[src/rtl/frida_seq_pkg.sv]
// Shared types and constants for the FRIDA conversion sequencer.
package frida_seq_pkg;

  localparam int unsigned NBITS_DEF = 16;
  localparam int unsigned CNTW_DEF  = 8;
  localparam int unsigned NCOMP_W   = 5;
  localparam int unsigned ST_W      = 6;

  localparam int unsigned IDX_IDLE  = 0;
  localparam int unsigned IDX_INIT  = 1;
  localparam int unsigned IDX_SAMP  = 2;
  localparam int unsigned IDX_COMP  = 3;
  localparam int unsigned IDX_LOGIC = 4;
  localparam int unsigned IDX_DONE  = 5;

  typedef enum logic [ST_W-1:0] {
    ST_IDLE  = 6'b000001,
    ST_INIT  = 6'b000010,
    ST_SAMP  = 6'b000100,
    ST_COMP  = 6'b001000,
    ST_LOGIC = 6'b010000,
    ST_DONE  = 6'b100000
  } state_e;

  // Effective compare count: 0 reads as 1, anything above nmax reads as nmax.
  function automatic int unsigned clamp_ncomp(input logic [NCOMP_W-1:0] v,
                                              input int unsigned nmax);
    int unsigned n;
    n = 32'(v);
    if (n == 0) begin
      n = 1;
    end else if (n > nmax) begin
      n = nmax;
    end
    return n;
  endfunction

endpackage

[src/rtl/frida_seq_timer.sv]
// Loadable down-counter; expire is high while the count sits at zero.
module frida_seq_timer
  import frida_seq_pkg::*;
#(
  parameter int unsigned CNTW = CNTW_DEF
) (
  input  logic            clk,
  input  logic            rst_b,
  input  logic            i_load,
  input  logic [CNTW-1:0] i_load_val,
  output logic            o_expire_c
);

  logic [CNTW-1:0] r_cnt;

  always_ff @(posedge clk or negedge rst_b) begin
    if (!rst_b) begin
      r_cnt <= '0;
    end else if (i_load) begin
      r_cnt <= i_load_val;
    end else if (r_cnt != '0) begin
      r_cnt <= r_cnt - CNTW'(1);
    end
  end

  assign o_expire_c = (r_cnt == '0);

endmodule

[src/rtl/frida_seq_ctrl.sv]
// Self-timed conversion sequencer: one-hot phase FSM driving the shared ADC
// phase clocks, plus comparator capture and a valid/ready result register.
module frida_seq_ctrl
  import frida_seq_pkg::*;
#(
  parameter int unsigned NBITS = NBITS_DEF,
  parameter int unsigned CNTW  = CNTW_DEF
) (
  input  logic               clk,
  input  logic               rst_b,
  input  logic               start,
  input  logic               abort,
  input  logic [CNTW-1:0]    cfg_init_len,
  input  logic [CNTW-1:0]    cfg_samp_len,
  input  logic [NCOMP_W-1:0] cfg_ncomp,
  input  logic               cfg_continuous,
  input  logic               comp_in,
  output logic               seq_init,
  output logic               seq_samp,
  output logic               seq_cmp,
  output logic               seq_logic,
  output logic               busy,
  output logic [NBITS-1:0]   res_data,
  output logic               res_valid,
  input  logic               res_ready,
  output logic               overrun
);

  localparam int unsigned BCW = $clog2(NBITS + 1);

  state_e            r_state;
  state_e            w_next;
  logic [CNTW-1:0]   r_samp_len;
  logic [BCW-1:0]    r_ncomp;
  logic              r_cont;
  logic [BCW-1:0]    r_bitcnt;
  logic [NBITS-1:0]  r_shift;
  logic [NBITS-1:0]  r_res_data;
  logic              r_res_valid;
  logic              r_overrun;

  logic              w_expire;
  logic              w_go;
  logic              w_latch;
  logic              w_tmr_load;
  logic [CNTW-1:0]   w_tmr_val;
  logic              w_shift_en;
  logic              w_res_load;
  logic              w_ovr_set;

  frida_seq_timer #(.CNTW(CNTW)) u_timer (
    .clk        (clk),
    .rst_b      (rst_b),
    .i_load     (w_tmr_load),
    .i_load_val (w_tmr_val),
    .o_expire_c (w_expire)
  );

  always_ff @(posedge clk or negedge rst_b) begin
    if (!rst_b) begin
      r_state <= ST_IDLE;
    end else begin
      r_state <= w_next;
    end
  end

  always_comb begin
    w_next = r_state;
    if (abort) begin
      w_next = ST_IDLE;
    end else begin
      case (r_state)
        ST_IDLE:  if (start) w_next = ST_INIT;
        ST_INIT:  if (w_expire) w_next = ST_SAMP;
        ST_SAMP:  if (w_expire) w_next = ST_COMP;
        ST_COMP:  w_next = ST_LOGIC;
        ST_LOGIC: w_next = (r_bitcnt == r_ncomp) ? ST_DONE : ST_COMP;
        ST_DONE:  w_next = r_cont ? ST_INIT : ST_IDLE;
        default:  w_next = ST_IDLE;
      endcase
    end
  end

  // Control strobes; abort suppresses every side effect except the handshake.
  always_comb begin
    w_go       = 1'b0;
    w_latch    = 1'b0;
    w_tmr_load = 1'b0;
    w_tmr_val  = '0;
    w_shift_en = 1'b0;
    w_res_load = 1'b0;
    w_ovr_set  = 1'b0;
    if (!abort) begin
      w_go       = start && (r_state == ST_IDLE);
      w_latch    = w_go || (r_cont && (r_state == ST_DONE));
      w_tmr_load = w_latch || (w_expire && (r_state == ST_INIT));
      w_shift_en = (r_state == ST_COMP);
      w_res_load = (r_state == ST_DONE) && (!r_res_valid || res_ready);
      w_ovr_set  = (r_state == ST_DONE) && r_res_valid && !res_ready;
    end
    if (r_state == ST_INIT) begin
      w_tmr_val = (r_samp_len == '0) ? '0 : r_samp_len - CNTW'(1);
    end else begin
      w_tmr_val = (cfg_init_len == '0) ? '0 : cfg_init_len - CNTW'(1);
    end
  end

  always_ff @(posedge clk or negedge rst_b) begin
    if (!rst_b) begin
      r_samp_len <= '0;
      r_ncomp    <= '0;
      r_cont     <= 1'b0;
    end else if (w_latch) begin
      r_samp_len <= cfg_samp_len;
      r_ncomp    <= BCW'(clamp_ncomp(cfg_ncomp, NBITS));
      r_cont     <= cfg_continuous;
    end
  end

  // Decisions enter at the LSB, so the first one ends up in bit N-1.
  always_ff @(posedge clk or negedge rst_b) begin
    if (!rst_b) begin
      r_bitcnt <= '0;
      r_shift  <= '0;
    end else if (w_latch) begin
      r_bitcnt <= '0;
      r_shift  <= '0;
    end else if (w_shift_en) begin
      r_bitcnt <= r_bitcnt + BCW'(1);
      r_shift  <= {r_shift[NBITS-2:0], comp_in};
    end
  end

  always_ff @(posedge clk or negedge rst_b) begin
    if (!rst_b) begin
      r_res_data  <= '0;
      r_res_valid <= 1'b0;
    end else if (w_res_load) begin
      r_res_data  <= r_shift;
      r_res_valid <= 1'b1;
    end else if (r_res_valid && res_ready) begin
      r_res_valid <= 1'b0;
    end
  end

  always_ff @(posedge clk or negedge rst_b) begin
    if (!rst_b) begin
      r_overrun <= 1'b0;
    end else if (w_go) begin
      r_overrun <= 1'b0;
    end else if (w_ovr_set) begin
      r_overrun <= 1'b1;
    end
  end

  assign seq_init  = r_state[IDX_INIT];
  assign seq_samp  = r_state[IDX_SAMP];
  assign seq_cmp   = r_state[IDX_COMP];
  assign seq_logic = r_state[IDX_LOGIC];
  assign busy      = ~r_state[IDX_IDLE];
  assign res_data  = r_res_data;
  assign res_valid = r_res_valid;
  assign overrun   = r_overrun;

endmodule

[config.mk]
export PLATFORM = sky130hd
export DESIGN_NAME = frida_seq_ctrl
export DESIGN_NICKNAME = d
export VERILOG_FILES = /design/src/rtl/frida_seq_pkg.sv /design/src/rtl/frida_seq_timer.sv /design/src/rtl/frida_seq_ctrl.sv
export SDC_FILE = /design/constraint.sdc
export NUM_CORES = 1
export LEC_CHECK = 0
export CAP_MARGIN = 20
export CORE_ASPECT_RATIO = 2
export CORE_MARGIN = 3
export CORE_UTILIZATION = 35
export CTS_CLUSTER_SIZE = 25
export DETAILED_ROUTE_END_ITERATION = 10
export GPL_ROUTABILITY_DRIVEN = 0
export GPL_TIMING_DRIVEN = 0
export SETUP_SLACK_MARGIN = 0.1
export SLEW_MARGIN = 10
export SYNTH_ARGS = -nofsm -noshare
export SYNTH_HDL_FRONTEND = slang
export SYNTH_SLANG_ARGS = --single-unit
[constraint.sdc]
create_clock -name clk -period 3.3 [get_ports clk]
set_input_delay 0.66 -clock clk [delete_from_list [all_inputs] [get_ports clk]]
set_output_delay 0.66 -clock clk [all_outputs]
set_load 0.01 [all_outputs]
* After elaboration in Yosys (flattened, before gate mapping)
Cells that the tools add are included.
** Word-level totals
- Flip-flop bits (word level) :: 67
- Latch bits :: 0
- Memory bits (writable) :: 0
- ROM bits :: 0
- Input bits :: 28
- Word-level logic and storage cells :: 76
- Memories kept :: 0
** Operators by class
- Add/subtract/negate cells :: 4
- $mul :: 0
- Div/mod/pow operators :: 0
- Magnitude comparators :: 1
- Equal/unequal tests :: 10
- Shift operators :: 0
- Mux-type cells :: 28
- Bitwise logic cells :: 1
- Reduce and logical (&&, ||, !) cells :: 22
** Operator list (number)
- 8-bit two-way mux :: 5
- 6-bit one-hot mux with 6 select lines :: 1
- 16-bit two-way mux :: 2
- 6-bit two-way mux :: 5
- 8-bit zero test :: 3
- 8-bit by 1-bit subtractor with 8-bit output, second input constant :: 3
- 5-bit two-way mux :: 4
- 1-bit two-way mux :: 10
- 3-bit != test, second input constant :: 3
- 2-bit nonzero test :: 4
- 8-bit nonzero test :: 1
- 1-bit logical AND :: 7
- 6-bit by 1-bit == test with 1-bit output, second input constant :: 1
- 6-bit by 2-bit == test with 1-bit output, second input constant :: 1
- 6-bit by 3-bit == test with 1-bit output, second input constant :: 1
- 6-bit by 4-bit == test with 1-bit output, second input constant :: 1
- 6-bit by 5-bit == test with 1-bit output, second input constant :: 1
- 6-bit == test, second input constant :: 1
- 5-bit by 1-bit adder with 5-bit output, second input constant :: 1
- 5-bit == test :: 1
- 5-bit greater-than comparator, second input constant :: 1
- 5-bit zero test :: 1
- 1-bit logical OR :: 3
- 3-bit AND reduction :: 1
- 3 further kinds :: 4

* Longest topological paths before layout
- Depth in word-level cells :: 6
- Depth in mapped cells :: 8

* Modules after synthesis
Synthesis repeated with hierarchy kept, for this count alone.
** Unflattened totals
- Cells, all modules :: 340
- Area, all modules :: 3555.9 sq um
** By module, submodules not included
- frida_seq_ctrl :: instances 1, cells each 286, area each 3079.2 sq um
- frida_seq_timer :: instances 1, cells each 54, area each 476.7 sq um

* Least setup slack after synthesis
OpenSTA, ideal clock, no wires.
- Kind :: input -> register
- Start :: in cfg_init_len[5]
- End :: reg u_timer.r_cnt[0]
- Arrival time :: 1.871 ns
- Data required time :: 3.175 ns
- Slack :: 1.304 ns
- Stages :: 4
- Buffers on the path :: 0
- Cells stage by stage :: or4_4 -> o21ai_0 -> o22ai_1 -> mux2_2
** On the way
- Cells in the longest elaborated chain, start to end :: 4
** RTL lines
- start, declared :: line frida_seq_ctrl.sv:13 : input logic [CNTW-1:0] cfg_init_len,
- 8-bit zero test :: line frida_seq_ctrl.sv:104 : w_tmr_val = (cfg_init_len == '0) ? '0 : cfg_init_len - CNTW'(1);
- 8-bit two-way mux :: line frida_seq_ctrl.sv:104
- 8-bit two-way mux :: line frida_seq_ctrl.sv:101 : if (r_state == ST_INIT) begin
- 8-bit two-way mux :: line frida_seq_timer.sv:19 : end else if (i_load) begin
- end signal, assigned :: line frida_seq_timer.sv:20 : r_cnt <= i_load_val;
- end signal, assigned :: line frida_seq_timer.sv:22 : r_cnt <= r_cnt - CNTW'(1);
- end, declared :: line frida_seq_timer.sv:14 : logic [CNTW-1:0] r_cnt;
No other way between the ends.
A chain may end at the register's enable or synchronous reset.

* Worst setup path after layout
- Start :: in cfg_init_len[5]
- End :: reg u_timer.r_cnt[6]
** On the way
- Cells in the longest elaborated chain, start to end :: 4
- Elaborated cells on any way between the ends :: 5
- Classes of those cells :: 1 x add/sub; 3 x mux; 1 x reduce/logical
** RTL lines (line)
- 8-bit by 1-bit subtractor with 8-bit output / 8-bit zero test (equally long branches) :: frida_seq_ctrl.sv:104
- 8-bit two-way mux (*) :: frida_seq_ctrl.sv:104
- 8-bit two-way mux (*) :: frida_seq_ctrl.sv:101
- 8-bit two-way mux (*) :: frida_seq_timer.sv:19
Mark *: on every way between the ends. The rest lies on a longest branch, timed or not.

==> impl_metrics.toml <==
[run_status]
status = "finished, final reports clean"

[synth]
netlist_instances = 353
yosys.area.top_type = "dfrtp_1"
ys.warnings.count = 0
yosysSeqAreaShare = 0.489
synth_ff_type = "dfrtp_1"
synth_cell_type_count = 50
syn-cell-area_um2 = 3430
synth_edf_count = 0
syn_nets = 388
synthMostInstantiatedCell = "nand2_1"
async_flop_share = 1.00
synth_top_cell_area_share = 0.481
ys_ff_latch = 67
avgSynthCellArea_um2 = 9.72
synth_common_cells = "nand2_1, dfrtp_1, o21ai_0"
synth.area.top_cells = "dfrtp_1, nand2_1, o21ai_0"

[hold_path]
holdCritPathClass = "input port to async pin"

[floorplan]
die_w_um = 76.0
io_pins = 51
die_area_um2 = 11100
row_count = 50
initial_utilization = 0.363
die_y_um = 146
core-area_um2 = 9450

[route]
viasPerCell = 5.05
wirelength_um = 8310
drt_pass1_iterations = 4
drc = 0
wl_met3_um = 304
drt_iter0_markers = 84
wl_per_cell_um = 15.1
vias = 2775
maxUsedRoutingLayer = "met4"
met1_length_um = 3070
wl_met2_um = 4600
detail-route-antenna-nets = 0

[finish]
syn_to_final_growth_pct = 28.3
stdcell_count = 549
drive_above_1_share = 0.107
nets = 449
antenna_cells = 0

[sta]
slew-limit-headroom = 0.660
holdWs_ns = 0.170
fin_tns_setup_ns = 0
rsz0062_at_grt = "no"
clock_skew_ns = 0.00488
finalHoldViolCount = 0
worst_pin_slew_ns = 0.505
fin_crit_sh = 0.715
worst_slack_ns = 0.939
fmax_ghz = 0.424
final-setup-viol-count = 0
slew_violations = 0
period_minus_slack_ns = 2.36

[clock_network]
clk_latency_ns = 0.33
cts_setup_buffers = 0
clk_pin_slew_ns = 0.05
cts_sinks = 67
cts_root_buffer = "clkbuf_16"
htree_levels = 3
cts-resized-gates = 0
cts_tree = "done"
hold_buffers = 0
numCtsBuffers = 9
cts_buffer_depth = 2

[grt]
track_usage = 0.162
gr-total-overflow = 0
grt_pass1_vias = 3005
grt_max_degree = 59
grt_pass1_wl_um = 14200
grt_antenna_before_repair = 0

[setup_path]
critPathKind = "input port to flip-flop"
critical_path_required_ns = 3.54
endpoint_kind = "flip-flop"
startpoint_type = "input port"
crit_fanout = 4
arrival_ns = 2.60

[power_and_ir_drop]
power.switching_mw = 0.926
switching_share = 0.321
total_power_mw = 2.88
p_comb_frac = 0.293
p_leak_nw = 1.99
pwr-share-seq = 0.390
power_density_nw_per_um2 = 655
power_report.internal_total_mw = 1.96
clockPowerShare = 0.317
ir_drop_mv = 0.355

[place]
dp.cells = 533
io_buffers = 49
place_ws_ns = 0.603
hpwl_um = 6260

[job]
maxCapViolations = 0
-- routing by layer --
layer | global-route usage | up-vias
met5 | 0 | -
met4 | 0.0926 | 0
met3 | 0.0401 | 20
met2 | 0.298 | 64
met1 | 0.163 | 1336
li1 | - | 1355
-- cells in the final DEF, fill, tap and decap left out, types with 8 or more instances in the layout --
master	instances
clkbuf_16	9
o21ai_0	26
mux2_2	10
xor2_1	9
inv_1	11
nand2_1	73
mux2_1	10
xnor2_1	8
dfrtp_1	66
nor2_1	22
nand3_1	10
nor3_1	9
a21oi_1	10
clkdlybuf4s50_1	48
-- flip-flops by register name (all words and copies together), names as in the netlist --
register / flops
r_samp_len: 8
u_timer.r_cnt: 8
overrun: 1
res_valid: 1
r_cont: 1
r_state: 6
res_data: 16
r_bitcnt: 5
r_ncomp: 5
r_shift: 16
-- logic make-up (layout without fill, tap and decap cells) --
family	Yosys count	in the layout	share of synthesized area
AND/OR/NAND/NOR	146	146	0.208
adder cells (fa/ha/maj)	7	7	0.0255
flip-flops	67	67	0.489
multiplexers	27	27	0.0861
AO/OA/AOI/OAI	63	63	0.110
XOR/XNOR	17	17	0.0434
buffers and inverters	26	92	0.0383
-- power groups by stage --
| stage | Sequential (mW) | Combinational (mW) | Clock (mW) |
|---|---|---|---|
| 3_3_place_gp | 1.13 | 0.821 | 0 |
| 2_1_floorplan | 1.10 | 0.612 | 0 |
| 3_5_place_dp | 1.14 | 0.849 | 0 |
| 5_1_grt | 1.14 | 0.958 | 0.973 |
| 6_report | 1.12 | 0.844 | 0.914 |
| 4_1_cts | 1.13 | 0.852 | 0.938 |
-- layout make-up --
class / instances / area, µm²
fill: 944 / 5040
timing repair buffer: 50 / 515
clock buffer: 15 / 288
tap: 130 / 163
buffer: 15 / 90.1
inverter: 11 / 41.3
sequential: 67 / 1680
multi-input combinational: 260 / 1620
clock inverter: 1 / 5.00
-- final timing paths --
path | cells after the start | from | to | slack, ns
hold reg to reg | 1 | res_data[13] | res_data[13] | 0.49
min in group clk | 1 | res_data[13] | res_data[13] | 0.49
setup reg to reg | 8 | u_timer.r_cnt[0] | u_timer.r_cnt[1] | 1.18
max in group asynchronous | 2 | rst_b | r_ncomp[4] | 2.61
setup / recovery | 6 | cfg_init_len[5] | u_timer.r_cnt[6] | 0.94
hold / removal | 1 | rst_b | res_valid | 0.17
-- critical path, stage by stage --
cell and delay, ns:
clkdlybuf4s50_1 0.49, or4_4 0.60, or4_1 0.48, nand3_1 0.09
o21ai_1 0.12, mux2i_1 0.17
-- metrics by stage --
stage | cell area (µm²) | utilization
global route | 4400 | 0.466
detailed placement | 4110 | 0.435
CTS | 4400 | 0.466
floorplan | 3430 | -
finish | 4400 | 0.466
global placement | 4080 | 0.432
Power figures use the tool's default switching activity.
